==> config.mk <==
export PLATFORM = sky130hd
export DESIGN_NAME = cpu_mem_port
export DESIGN_NICKNAME = d
export VERILOG_FILES = /design/src/rtl/cpu_mem_pkg.sv /design/src/rtl/mem_lane_align.sv /design/src/rtl/cpu_mem_port.sv
export SDC_FILE = /design/constraint.sdc
export NUM_CORES = 1
export LEC_CHECK = 0
export CORE_ASPECT_RATIO = 1.75
export CORE_UTILIZATION = 46
export DETAILED_ROUTE_END_ITERATION = 7
export GPL_ROUTABILITY_DRIVEN = 0
export PLACE_DENSITY = 0.86
export SLEW_MARGIN = 20
export SYNTH_ARGS = -nofsm -noshare
export SYNTH_HDL_FRONTEND = slang
export SYNTH_SLANG_ARGS = --single-unit
==> constraint.sdc <==
create_clock -name clk -period 3.7 [get_ports clk]
set_input_delay 0.555 -clock clk [delete_from_list [all_inputs] [get_ports clk]]
set_output_delay 0.555 -clock clk [all_outputs]
set_load 0.01 [all_outputs]
==> src/rtl/cpu_mem_pkg.sv <==
`default_nettype none
// ============================================================================
//  Module      : cpu_mem_pkg
//  Description : Shared encodings for the cpu memory port. Covers the access
//                sizes, the fault codes, the port FSM states and the channel
//                that owns the current transaction.
//  Revision    : 1.0 - initial release
// ============================================================================
package cpu_mem_pkg;

    // Access sizes (i_ls_size encoding)
    localparam logic [1:0] SIZE_B = 2'b00;
    localparam logic [1:0] SIZE_H = 2'b01;
    localparam logic [1:0] SIZE_W = 2'b10;
    localparam logic [1:0] SIZE_D = 2'b11;

    // Completion fault codes (o_if_fault / o_ls_fault)
    localparam logic [1:0] FAULT_OK      = 2'b00;
    localparam logic [1:0] FAULT_MISAL   = 2'b01;
    localparam logic [1:0] FAULT_BUSERR  = 2'b10;
    localparam logic [1:0] FAULT_TIMEOUT = 2'b11;

    typedef enum logic [1:0] {
        ST_IDLE = 2'd0,
        ST_REQ  = 2'd1,
        ST_WAIT = 2'd2,
        ST_DONE = 2'd3
    } state_t;

    typedef enum logic {
        CH_IF = 1'b0,
        CH_LS = 1'b1
    } chan_t;

endpackage
`default_nettype wire

==> src/rtl/mem_lane_align.sv <==
`default_nettype none
// ============================================================================
//  Module      : mem_lane_align
//  Description : Combinational little-endian lane logic. From the byte offset
//                within a bus word and the access size it produces the byte
//                enables, the lane-replicated store data, the extracted and
//                sign/zero-extended load data and the misalignment flag.
//  Ports       : i_off     byte offset inside the bus word
//                i_size    access size (SIZE_B/H/W/D)
//                i_signed  sign-extend the load result
//                i_wdata   right-justified store data
//                i_rdata   raw bus read data
//                o_sel     byte-lane enables
//                o_wdata   store data replicated across the lanes
//                o_rdata   extracted, extended load data
//                o_misal   access misaligned or size illegal for DW
//  Revision    : 1.0 - initial release
// ============================================================================
module mem_lane_align
    import cpu_mem_pkg::*;
#(
    parameter int DW   = 32,
    parameter int OFFW = $clog2(DW / 8)
) (
    input  logic [OFFW-1:0]   i_off,
    input  logic [1:0]        i_size,
    input  logic              i_signed,
    input  logic [DW-1:0]     i_wdata,
    input  logic [DW-1:0]     i_rdata,
    output logic [DW/8-1:0]   o_sel,
    output logic [DW-1:0]     o_wdata,
    output logic [DW-1:0]     o_rdata,
    output logic              o_misal
);

    localparam int NB = DW / 8;

    logic [DW-1:0] w_shift;   // read data with the addressed byte moved to lane 0
    logic [DW-1:0] w_mask;    // bits that belong to the access
    logic          w_sbit;    // sign bit of the access

    always_comb begin
        o_sel   = '0;
        o_wdata = i_wdata;
        o_misal = 1'b0;
        w_mask  = '1;
        w_sbit  = 1'b0;
        w_shift = i_rdata >> {i_off, 3'b000};
        case (i_size)
            SIZE_B: begin
                o_sel   = NB'(1) << i_off;
                o_wdata = {NB{i_wdata[7:0]}};
                w_mask  = DW'(8'hFF);
                w_sbit  = w_shift[7];
            end
            SIZE_H: begin
                o_sel   = NB'(2'b11) << i_off;
                o_wdata = {(DW/16){i_wdata[15:0]}};
                w_mask  = DW'(16'hFFFF);
                w_sbit  = w_shift[15];
                o_misal = i_off[0];
            end
            SIZE_W: begin
                o_sel   = NB'(4'hF) << i_off;
                o_wdata = {(DW/32){i_wdata[31:0]}};
                w_mask  = DW'(32'hFFFF_FFFF);
                w_sbit  = w_shift[31];
                o_misal = |i_off[1:0];
            end
            default: begin
                // A dword fills the whole bus; it only exists on a 64-bit bus.
                o_sel   = '1;
                o_misal = (DW == 32) ? 1'b1 : |i_off;
            end
        endcase
        // Bits above the access are either sign copies or zeros.
        o_rdata = (w_shift & w_mask) | ({DW{i_signed & w_sbit}} & ~w_mask);
    end

endmodule
`default_nettype wire

==> src/rtl/cpu_mem_port.sv <==
`default_nettype none
// ============================================================================
//  Module      : cpu_mem_port
//  Description : Shared memory port. Arbitrates an instruction-fetch channel
//                and a load/store channel (load/store has priority) onto one
//                pipelined Wishbone master, with lane steering, alignment
//                checks, bus-error and timeout faults.
//  Ports       : clk, reset (synchronous, active-low)
//                i_if_*  / o_if_*  fetch request and result channel
//                i_ls_*  / o_ls_*  load/store request and result channel
//                o_wb_* / i_wb_*   Wishbone pipelined master
//                o_busy            FSM not idle
//  Revision    : 1.0 - initial release
// ============================================================================
module cpu_mem_port
    import cpu_mem_pkg::*;
#(
    parameter int AW      = 32,
    parameter int DW      = 32,
    parameter int TIMEOUT = 255
) (
    input  logic              clk,
    input  logic              reset,
    // fetch channel
    input  logic              i_if_req,
    input  logic [AW-1:0]     i_if_addr,
    output logic              o_if_ready,
    output logic              o_if_valid,
    output logic [DW-1:0]     o_if_data,
    output logic [1:0]        o_if_fault,
    // load/store channel
    input  logic              i_ls_req,
    input  logic              i_ls_we,
    input  logic [AW-1:0]     i_ls_addr,
    input  logic [1:0]        i_ls_size,
    input  logic              i_ls_signed,
    input  logic [DW-1:0]     i_ls_wdata,
    output logic              o_ls_ready,
    output logic              o_ls_valid,
    output logic [DW-1:0]     o_ls_rdata,
    output logic [1:0]        o_ls_fault,
    // Wishbone pipelined master
    output logic              o_wb_cyc,
    output logic              o_wb_stb,
    output logic              o_wb_we,
    output logic [AW-1:0]     o_wb_addr,
    output logic [DW-1:0]     o_wb_data,
    output logic [DW/8-1:0]   o_wb_sel,
    input  logic [DW-1:0]     i_wb_data,
    input  logic              i_wb_ack,
    input  logic              i_wb_stall,
    input  logic              i_wb_err,
    output logic              o_busy
);

    localparam int         OFFW       = $clog2(DW / 8);
    localparam int         TW         = $clog2(TIMEOUT + 1);
    localparam logic [1:0] FETCH_SIZE = (DW == 64) ? SIZE_D : SIZE_W;

    state_t             r_state;
    chan_t              r_chan;
    logic               r_we;
    logic               r_signed;
    logic [1:0]         r_size;
    logic [OFFW-1:0]    r_off;
    logic [TW-1:0]      r_tcnt;

    logic               w_idle;
    logic               w_accept;
    logic               w_req_we;
    logic [OFFW-1:0]    w_off;
    logic [1:0]         w_size;
    logic               w_signed;
    logic [DW/8-1:0]    w_sel;
    logic [DW-1:0]      w_wdata;
    logic [DW-1:0]      w_rdata;
    logic               w_misal;
    logic [1:0]         w_fault;
    logic [DW-1:0]      w_done_data;

    // Readies are held low while reset is asserted so every output reads 0.
    assign w_idle     = (r_state == ST_IDLE) && reset;
    assign o_ls_ready = w_idle;
    assign o_if_ready = w_idle && !i_ls_req;
    assign w_accept   = w_idle && (i_ls_req || i_if_req);
    assign w_req_we   = i_ls_req && i_ls_we;
    assign o_busy     = (r_state != ST_IDLE);

    // Lane logic sees the incoming request while idle (to steer and check it
    // at accept) and the latched request afterwards (to extract read data).
    always_comb begin
        if (r_state != ST_IDLE) begin
            w_off    = r_off;
            w_size   = r_size;
            w_signed = r_signed;
        end else if (i_ls_req) begin
            w_off    = i_ls_addr[OFFW-1:0];
            w_size   = i_ls_size;
            w_signed = i_ls_signed;
        end else begin
            w_off    = i_if_addr[OFFW-1:0];
            w_size   = FETCH_SIZE;
            w_signed = 1'b0;
        end
    end

    mem_lane_align #(
        .DW   (DW),
        .OFFW (OFFW)
    ) u_lane (
        .i_off    (w_off),
        .i_size   (w_size),
        .i_signed (w_signed),
        .i_wdata  (i_ls_wdata),
        .i_rdata  (i_wb_data),
        .o_sel    (w_sel),
        .o_wdata  (w_wdata),
        .o_rdata  (w_rdata),
        .o_misal  (w_misal)
    );

    // Completion status in WAIT: err beats ack; neither means timeout.
    always_comb begin
        w_fault     = FAULT_TIMEOUT;
        w_done_data = '0;
        if (i_wb_err) begin
            w_fault = FAULT_BUSERR;
        end else if (i_wb_ack) begin
            w_fault     = FAULT_OK;
            w_done_data = r_we ? '0 : w_rdata;
        end
    end

    always_ff @(posedge clk) begin
        if (!reset) begin
            r_state    <= ST_IDLE;
            r_chan     <= CH_IF;
            r_we       <= 1'b0;
            r_signed   <= 1'b0;
            r_size     <= SIZE_B;
            r_off      <= '0;
            r_tcnt     <= '0;
            o_if_valid <= 1'b0;
            o_if_data  <= '0;
            o_if_fault <= FAULT_OK;
            o_ls_valid <= 1'b0;
            o_ls_rdata <= '0;
            o_ls_fault <= FAULT_OK;
            o_wb_cyc   <= 1'b0;
            o_wb_stb   <= 1'b0;
            o_wb_we    <= 1'b0;
            o_wb_addr  <= '0;
            o_wb_data  <= '0;
            o_wb_sel   <= '0;
        end else begin
            // Result outputs are single-cycle; they read 0 outside the pulse.
            o_if_valid <= 1'b0;
            o_if_data  <= '0;
            o_if_fault <= FAULT_OK;
            o_ls_valid <= 1'b0;
            o_ls_rdata <= '0;
            o_ls_fault <= FAULT_OK;
            case (r_state)
                ST_IDLE: begin
                    if (w_accept) begin
                        r_chan   <= i_ls_req ? CH_LS : CH_IF;
                        r_we     <= w_req_we;
                        r_size   <= w_size;
                        r_signed <= w_signed;
                        r_off    <= w_off;
                        if (w_misal) begin
                            // Rejected without touching the bus.
                            r_state <= ST_DONE;
                            if (i_ls_req) begin
                                o_ls_valid <= 1'b1;
                                o_ls_fault <= FAULT_MISAL;
                            end else begin
                                o_if_valid <= 1'b1;
                                o_if_fault <= FAULT_MISAL;
                            end
                        end else begin
                            r_state   <= ST_REQ;
                            o_wb_cyc  <= 1'b1;
                            o_wb_stb  <= 1'b1;
                            o_wb_we   <= w_req_we;
                            o_wb_sel  <= w_sel;
                            o_wb_data <= w_wdata;
                            o_wb_addr <= i_ls_req ? {i_ls_addr[AW-1:OFFW], {OFFW{1'b0}}}
                                                  : {i_if_addr[AW-1:OFFW], {OFFW{1'b0}}};
                        end
                    end
                end
                ST_REQ: begin
                    if (!i_wb_stall) begin
                        o_wb_stb <= 1'b0;
                        r_tcnt   <= '0;
                        r_state  <= ST_WAIT;
                    end
                end
                ST_WAIT: begin
                    if (i_wb_err || i_wb_ack || (r_tcnt == TW'(TIMEOUT - 1))) begin
                        o_wb_cyc <= 1'b0;
                        r_state  <= ST_DONE;
                        if (r_chan == CH_LS) begin
                            o_ls_valid <= 1'b1;
                            o_ls_rdata <= w_done_data;
                            o_ls_fault <= w_fault;
                        end else begin
                            o_if_valid <= 1'b1;
                            o_if_data  <= w_done_data;
                            o_if_fault <= w_fault;
                        end
                    end else begin
                        r_tcnt <= r_tcnt + 1'b1;
                    end
                end
                ST_DONE: begin
                    r_state <= ST_IDLE;
                end
                default: begin
                    r_state <= ST_IDLE;
                end
            endcase
        end
    end

endmodule
`default_nettype wire

Word level (Yosys, flattened, before mapping)
Cells that the tools add are included.
W data, S select, Z words.
{"block": "op_classes", "n_eq_ne": 11, "shift": 4, "n_reduce_logical": 23, "mux": 55, "addsub": 1, "bitwise_logic": 9}
{"cell": "$mux W32", "n": 4}
{"cell": "$pmux W32 S2", "n": 2}
{"cell": "$and A32 B32 Y32", "n": 2}
{"cell": "$not A32 Y32", "n": 1}
{"cell": "$or A32 B32 Y32", "n": 1}
{"cell": "$shr A32 B5 Y32", "n": 1}
{"cell": "$mux W2", "n": 14}
{"cell": "$mux W1", "n": 22}
{"cell": "$mux W8", "n": 2}
{"cell": "$pmux W8 S2", "n": 1}
{"cell": "$pmux W4 S3", "n": 1}
{"cell": "$reduce_and A4 Y1", "n": 3}
{"cell": "$ne A2 B2 Y1 const B", "n": 5}
{"cell": "$reduce_and A3 Y1", "n": 3}
{"cell": "$add A8 B1 Y8 const B", "n": 1}
{"cell": "$eq A8 B8 Y1 const B", "n": 1}
{"cell": "$pmux W1 S2", "n": 4}
{"cell": "$pmux W2 S2", "n": 2}
{"cell": "$pmux W2 S4", "n": 1}
{"cell": "$reduce_bool A2 Y1", "n": 4}
{"cell": "$eq A2 B2 Y1 const B", "n": 3}
{"cell": "$pmux W1 S3", "n": 2}
{"cell": "$eq A2 B1 Y1 const B", "n": 2}
{"cell": "$logic_and A1 B1 Y1", "n": 4}
{"cell": "11 further kinds", "n": 17}
{"block": "totals", "inputBits": 139, "out_inout_bits": 144, "wordCells": 122, "regBits": 158}

Logic depth before layout (Yosys ltp)
{"block": "depth", "depth_word": 10, "depth_mapped": 12, "ltp_nobuf": 8}

Cells and area by module
From an unflattened synthesis, not the netlist that was laid out.
{"block": "hier_totals", "hier_cells": 795, "area_unflattened_um2": 7090.6}
{"module": "cpu_mem_port", "cells_each": 606, "area_per_inst_um2": 5846.9, "seq_area_each_um2": 3123.0, "n_inst": 1}
{"module": "mem_lane_align", "cells_each": 189, "area_per_inst_um2": 1243.7, "seq_area_each_um2": 0.0, "n_inst": 1}

Worst setup path before layout
Ideal clock, no wire load.
{"block": "synth_timing", "kind": "input port to flip-flop", "start": "input port i_ls_req", "end": "register o_ls_rdata[10]", "stages": 9, "setup_ns": 0.063, "n_path_buf": 3, "path_slack_ns": 1.455, "required_time_ns": 3.637, "t_arrival_ns": 2.183, "path_cell_list": "buf_6 mux2i_4 and3_1 nor4_1 o41a_1 buf_2 or2_1 buf_6 nor2_2"}
{"block": "synth_between", "elab_chain_len": 10, "word_cells_on_any_way": 20, "classes_between": "2 x eq/ne; 1 x shift; 11 x mux; 5 x bitwise; 1 x reduce/logical"}
{"element": "start: declaration", "line_no": "cpu_mem_port.sv:32", "rtl": "input logic i_ls_req,"}
{"element": "$mux W2", "line_no": "cpu_mem_port.sv:96", "rtl": "end else if (i_ls_req) begin"}
{"element": "$mux W2", "line_no": "cpu_mem_port.sv:92", "rtl": "if (r_state != ST_IDLE) begin"}
{"element": "$shr A32 B5 Y32 (tied with other cells)", "line_no": "mem_lane_align.sv:48", "rtl": "w_shift = i_rdata >> {i_off, 3'b000};"}
{"element": "$pmux W1 S3 or $pmux W32 S2 (tied branches)", "line_no": "mem_lane_align.sv:49", "rtl": "case (i_size)"}
{"element": "$and A1 B1 Y1 or $not A32 Y32 (tied branches)", "line_no": "mem_lane_align.sv:77", "rtl": "o_rdata = (w_shift & w_mask) | ({DW{i_signed & w_sbit}} & ~w_mask);"}
{"element": "$and A32 B32 Y32", "line_no": "mem_lane_align.sv:77"}
{"element": "$or A32 B32 Y32 (*)", "line_no": "mem_lane_align.sv:77"}
{"element": "$mux W32 (*)", "line_no": "cpu_mem_port.sv:130", "rtl": "w_done_data = r_we ? '0 : w_rdata;"}
{"element": "$mux W32 (*)", "line_no": "cpu_mem_port.sv:128", "rtl": "end else if (i_wb_ack) begin"}
{"element": "$mux W32 (*)", "line_no": "cpu_mem_port.sv:126", "rtl": "if (i_wb_err) begin"}
{"element": "end signal: assignment", "line_no": "cpu_mem_port.sv:206", "rtl": "o_ls_rdata <= w_done_data;"}
{"element": "end: declaration", "line_no": "cpu_mem_port.sv:40", "rtl": "output logic [DW-1:0] o_ls_rdata,"}
Every way passes the cells marked *; elsewhere a longest branch is shown, timed or not.
A chain may end at the register's enable or synchronous reset.

Final worst setup path
{"block": "layout_timing", "start": "register r_state[0]", "end": "register o_if_data[30]"}
{"block": "layout_between", "elab_chain_len": 10, "word_cells_on_any_way": 21, "classes_between": "3 x eq/ne; 1 x shift; 8 x mux; 6 x bitwise; 3 x reduce/logical"}
{"element": "start: declaration", "line_no": "cpu_mem_port.sv:60", "rtl": "state_t r_state;"}
{"element": "start signal: assignment", "line_no": "cpu_mem_port.sv:136", "rtl": "r_state <= ST_IDLE;"}
{"element": "start signal: assignment", "line_no": "cpu_mem_port.sv:173", "rtl": "r_state <= ST_DONE;"}
{"element": "start signal: assignment", "line_no": "cpu_mem_port.sv:182", "rtl": "r_state <= ST_REQ;"}
{"element": "$reduce_bool A2 Y1", "line_no": "cpu_mem_port.sv:92"}
{"element": "$mux W2", "line_no": "cpu_mem_port.sv:92"}
{"element": "$shr A32 B5 Y32 (tied with other cells)", "line_no": "mem_lane_align.sv:48"}
{"element": "$pmux W1 S3 or $pmux W32 S2 (tied branches)", "line_no": "mem_lane_align.sv:49"}
{"element": "$and A1 B1 Y1 or $not A32 Y32 (tied branches)", "line_no": "mem_lane_align.sv:77"}
{"element": "$and A32 B32 Y32", "line_no": "mem_lane_align.sv:77"}
{"element": "$or A32 B32 Y32", "line_no": "mem_lane_align.sv:77"}
{"element": "$mux W32", "line_no": "cpu_mem_port.sv:130"}
{"element": "$mux W32", "line_no": "cpu_mem_port.sv:128"}
{"element": "$mux W32", "line_no": "cpu_mem_port.sv:126"}
{"element": "end signal: assignment", "line_no": "cpu_mem_port.sv:210", "rtl": "o_if_data <= w_done_data;"}
{"element": "end: declaration", "line_no": "cpu_mem_port.sv:29", "rtl": "output logic [DW-1:0] o_if_data,"}
Several ways; a longest one is shown, not always the timed one.

==> run_results.csv <==
group,metric,value,unit
flow_run,cap_violations,0,
yosys,synth_top_family_by_area,"simple AND/OR/NAND/NOR gates",
finish,num-nets-final,1160,
die,die_y,160,um
routing,antenna_left,0,
clock_tree,ctsHoldBuffers,0,
finish,fin_util,0.724,
routing,drt-total-wl,21400,um
worst_setup_path,r2r_start,"r_state[0]",
power,cellLeakagePower,3.83,nW
yosys,synth_edf_count,0,
die,floorplan.initialDensity,0.474,
routing,drc,0,
worst_setup_path,setup.worst_path.end,"o_if_data[30]",
sta,maxSlewViolCount,0,
sta,skew,0.00944,ns
finish,diodes,0,
finish,multi_input_area,3180,sq um
finish,layout_common_cells,"clkdlybuf4s50_1, dfxtp_1, nor2_1",
worst_setup_path,cp.required,3.98,ns
yosys,ys_seq_elements,156,
worst_hold_path,hold_depth,2,
global_route,grt_pass1_vias,6431,
clock_tree,tritoncts,"built",
global_route,antenna_found_initial,0,
die,io_pins,283,
yosys,ys_types,56,
finish,drive_gt1_frac,0.0730,
yosys,yosys_warnings,0,
power,irDropWorstVdd,377,uV
global_route,top_usage_layer,"met2",
status,run_status,"finished, final reports clean",
clock_tree,cts-root-buf,"clkbuf_16",
yosys,postSynthAreaPerCell,8.68,sq um
yosys,synth_area,6600,sq um
worst_setup_path,rrSetupSlack,0.75,ns
routing,vias,6558,
global_route,grt_first_pass_wirelength,32800,um
finish,final_common_cell,"clkdlybuf4s50_1",
clock_tree,cts_setup_buffers,0,
sta,rsz0062_at_grt,"false",
sta,setup_viol,0,
worst_setup_path,crit_chain,"inv_1, ha_1, buf_4, nor2_1, a21oi_1, buf_4, mux2i_1, o211ai_1, a21oi_2, nor2_1",
finish,fillers,1045,
global_route,met3_usage,0.0758,
die,die_w,92.5,um
worst_setup_path,setup.worst_path.start,"r_state[0]",
yosys,syn_inst,760,
worst_setup_path,start_kind,"flop",
routing,dr.pass1.iters,5,
worst_setup_path,endpoint_kind,"flop",
power,p_per_area,693,nW/um^2
yosys,synth_compound_area_frac,0.159,
worst_setup_path,criticalPathCategory,"reg -> reg",
global_route,grt_use_met1,0.281,
clock_tree,cts_buffers,17,
clock_tree,post_cts_resized,0,
global_route,grt_start_max_net_pins,69,
sta,finalCriticalPeriod,2.95,ns
routing,drt-initial-drc-count,320,
routing,wl_per_cell,17.7,um
placed_design,portBuffers,280,
sta,period_share,0.799,
worst_setup_path,worst-endpoint-arrival,3.23,ns
worst_setup_path,slowest_stage,"a21oi_2",
yosys,synthMuxAreaShare,0.0888,
yosys,yosys.area_share.simple,0.211,
yosys,synth-main-ff-cell,"dfxtp_1",
worst_hold_path,hold_path.class,"reg -> reg",
global_route,grt_use_met2,0.520,
sta,hold_viol,0,
yosys,synthXorXnorAreaFrac,0.00664,
global_route,grt_usage,0.287,
routing,via_per_inst,5.44,
clock_tree,clk_pin_slew,0.07,ns
worst_setup_path,crit_fanout,30,
yosys,async_flop_share,0,
finish,area.growth.synth_to_final,52.7,%
worst_setup_path,r2r-end,"o_if_data[30]",
clock_tree,h-tree-depth,4,
sta,worst_pin_slew,0.894,ns
sta,slew-limit-headroom,0.400,
sta,clock.fmax,0.338,GHz
clock_tree,worstSkewPairLatency,0.43,ns
yosys,synth_seq_area_share,0.473,
finish,ff_latch_area,3120,sq um
worst_setup_path,rr_worst_depth,10,
finish,design_area,10100,sq um
sta,setup_tns,0,ns
global_route,overflow,0,
clock_tree,cts_buffer_depth,2,
worst_setup_path,cpPeakStageDelay,0.65,ns
placed_design,dpl-instance-area,9510,sq um
yosys,synth_adder_area_share,0.0114,
die,die_area,14800,sq um
clock_tree,cts_sinks,156,
die,coreArea,13900,sq um
die,rows,57,
placed_design,dpl.hpwl,16000,um
-- sequential cells by signal, summed over array words and instances, names as in the netlist --
| register | flops |
|---|---|
| o_if_data | 32 |
| o_wb_data | 32 |
| r_size | 2 |
| o_if_valid | 1 |
| o_if_fault | 2 |
| r_chan | 1 |
| o_wb_cyc | 1 |
| o_wb_stb | 1 |
| o_ls_fault | 2 |
| o_ls_valid | 1 |
| r_signed | 1 |
| o_wb_addr | 30 |
| r_off | 2 |
| o_ls_rdata | 32 |
| o_wb_sel | 4 |
| r_state | 2 |
| o_wb_we | 1 |
| r_tcnt | 8 |
| r_we | 1 |
-- routing by layer --
metal / vias to the layer above / wire [um]
met3: 79 / 1610
met5: - / 0
li1: 3158 / -
met1: 2997 / 7350
met4: 0 / 1210
met2: 324 / 11200
-- metrics by stage --
step	hold slack (ns)	setup slack (ns)	power (mW)	instances
after global placement	0.437	0.647	5.22	1173
after CTS	0.456	0.754	6.98	1205
after detailed placement	0.448	0.529	5.28	1173
final	0.453	0.745	6.98	1205
after floorplan	0.468	1.45	4.06	761
after global routing	0.469	0.559	7.36	1205
-- layout make-up --
type,count,area share
clock buffer,18,0.0426
clock inverter,14,0.0138
inverter,8,0.00298
multi-input combinational,535,0.316
sequential,156,0.310
tap,177,0.0220
timing repair buffer,297,0.293
-- how the worst min path moves through the flow --
stage	end	slack (ns)	from
CTS	o_wb_data[1]	0.46	o_wb_data[1]
detailed placement	o_wb_data[30]	0.45	o_wb_data[30]
global placement	o_wb_we	0.44	o_wb_we
global route	o_wb_data[1]	0.47	o_wb_data[1]
floorplan	r_off[0]	0.47	r_off[0]
finish	o_wb_data[1]	0.45	o_wb_data[1]
-- critical path, delay by kind of cell (launching register included) --
| kind | cells | cell delay (ns) |
|---|---|---|
| AOI/OAI and AO/OA | 3 | 1.14 |
| adders and majority gates | 1 | 0.20 |
| buffers and inverters | 3 | 0.68 |
| DFF | 1 | 0.33 |
| muxes | 1 | 0.21 |
| and+or+nand+nor | 2 | 0.23 |
-- logic make-up (layout without fill, tap and decap cells) --
kind of cell,count (synthesis),count (layout)
xor gates and xnor gates,5,5
DFF,156,156
buffers and inverters,70,337
muxes,57,57
and+or+nand+nor,315,315
other,1,2
adders and majority gates,6,6
AOI/OAI and AO/OA,150,150
-- report_power, final --
part           leakage (nW)  total (mW)  switching, mW  internal [mW]
Sequential             1.27        2.13          0.172           1.96
Clock                 0.275        1.70          0.759          0.941
Combinational          2.29        3.15           1.83           1.32
-- cells in the mapped netlist (12+ instances only) --
library cell,instances,area (sq um)
o211ai_1,16,120
a21oi_1,44,220
nor2_1,115,432
mux2i_1,54,541
nand2_1,108,405
dfxtp_1,156,3120
a211oi_1,40,300
nor3_1,15,75.1
clkbuf_1,30,113
and3_1,12,75.1
nand3_1,23,115
buf_2,23,115
(Power assumes the default switching activity.)
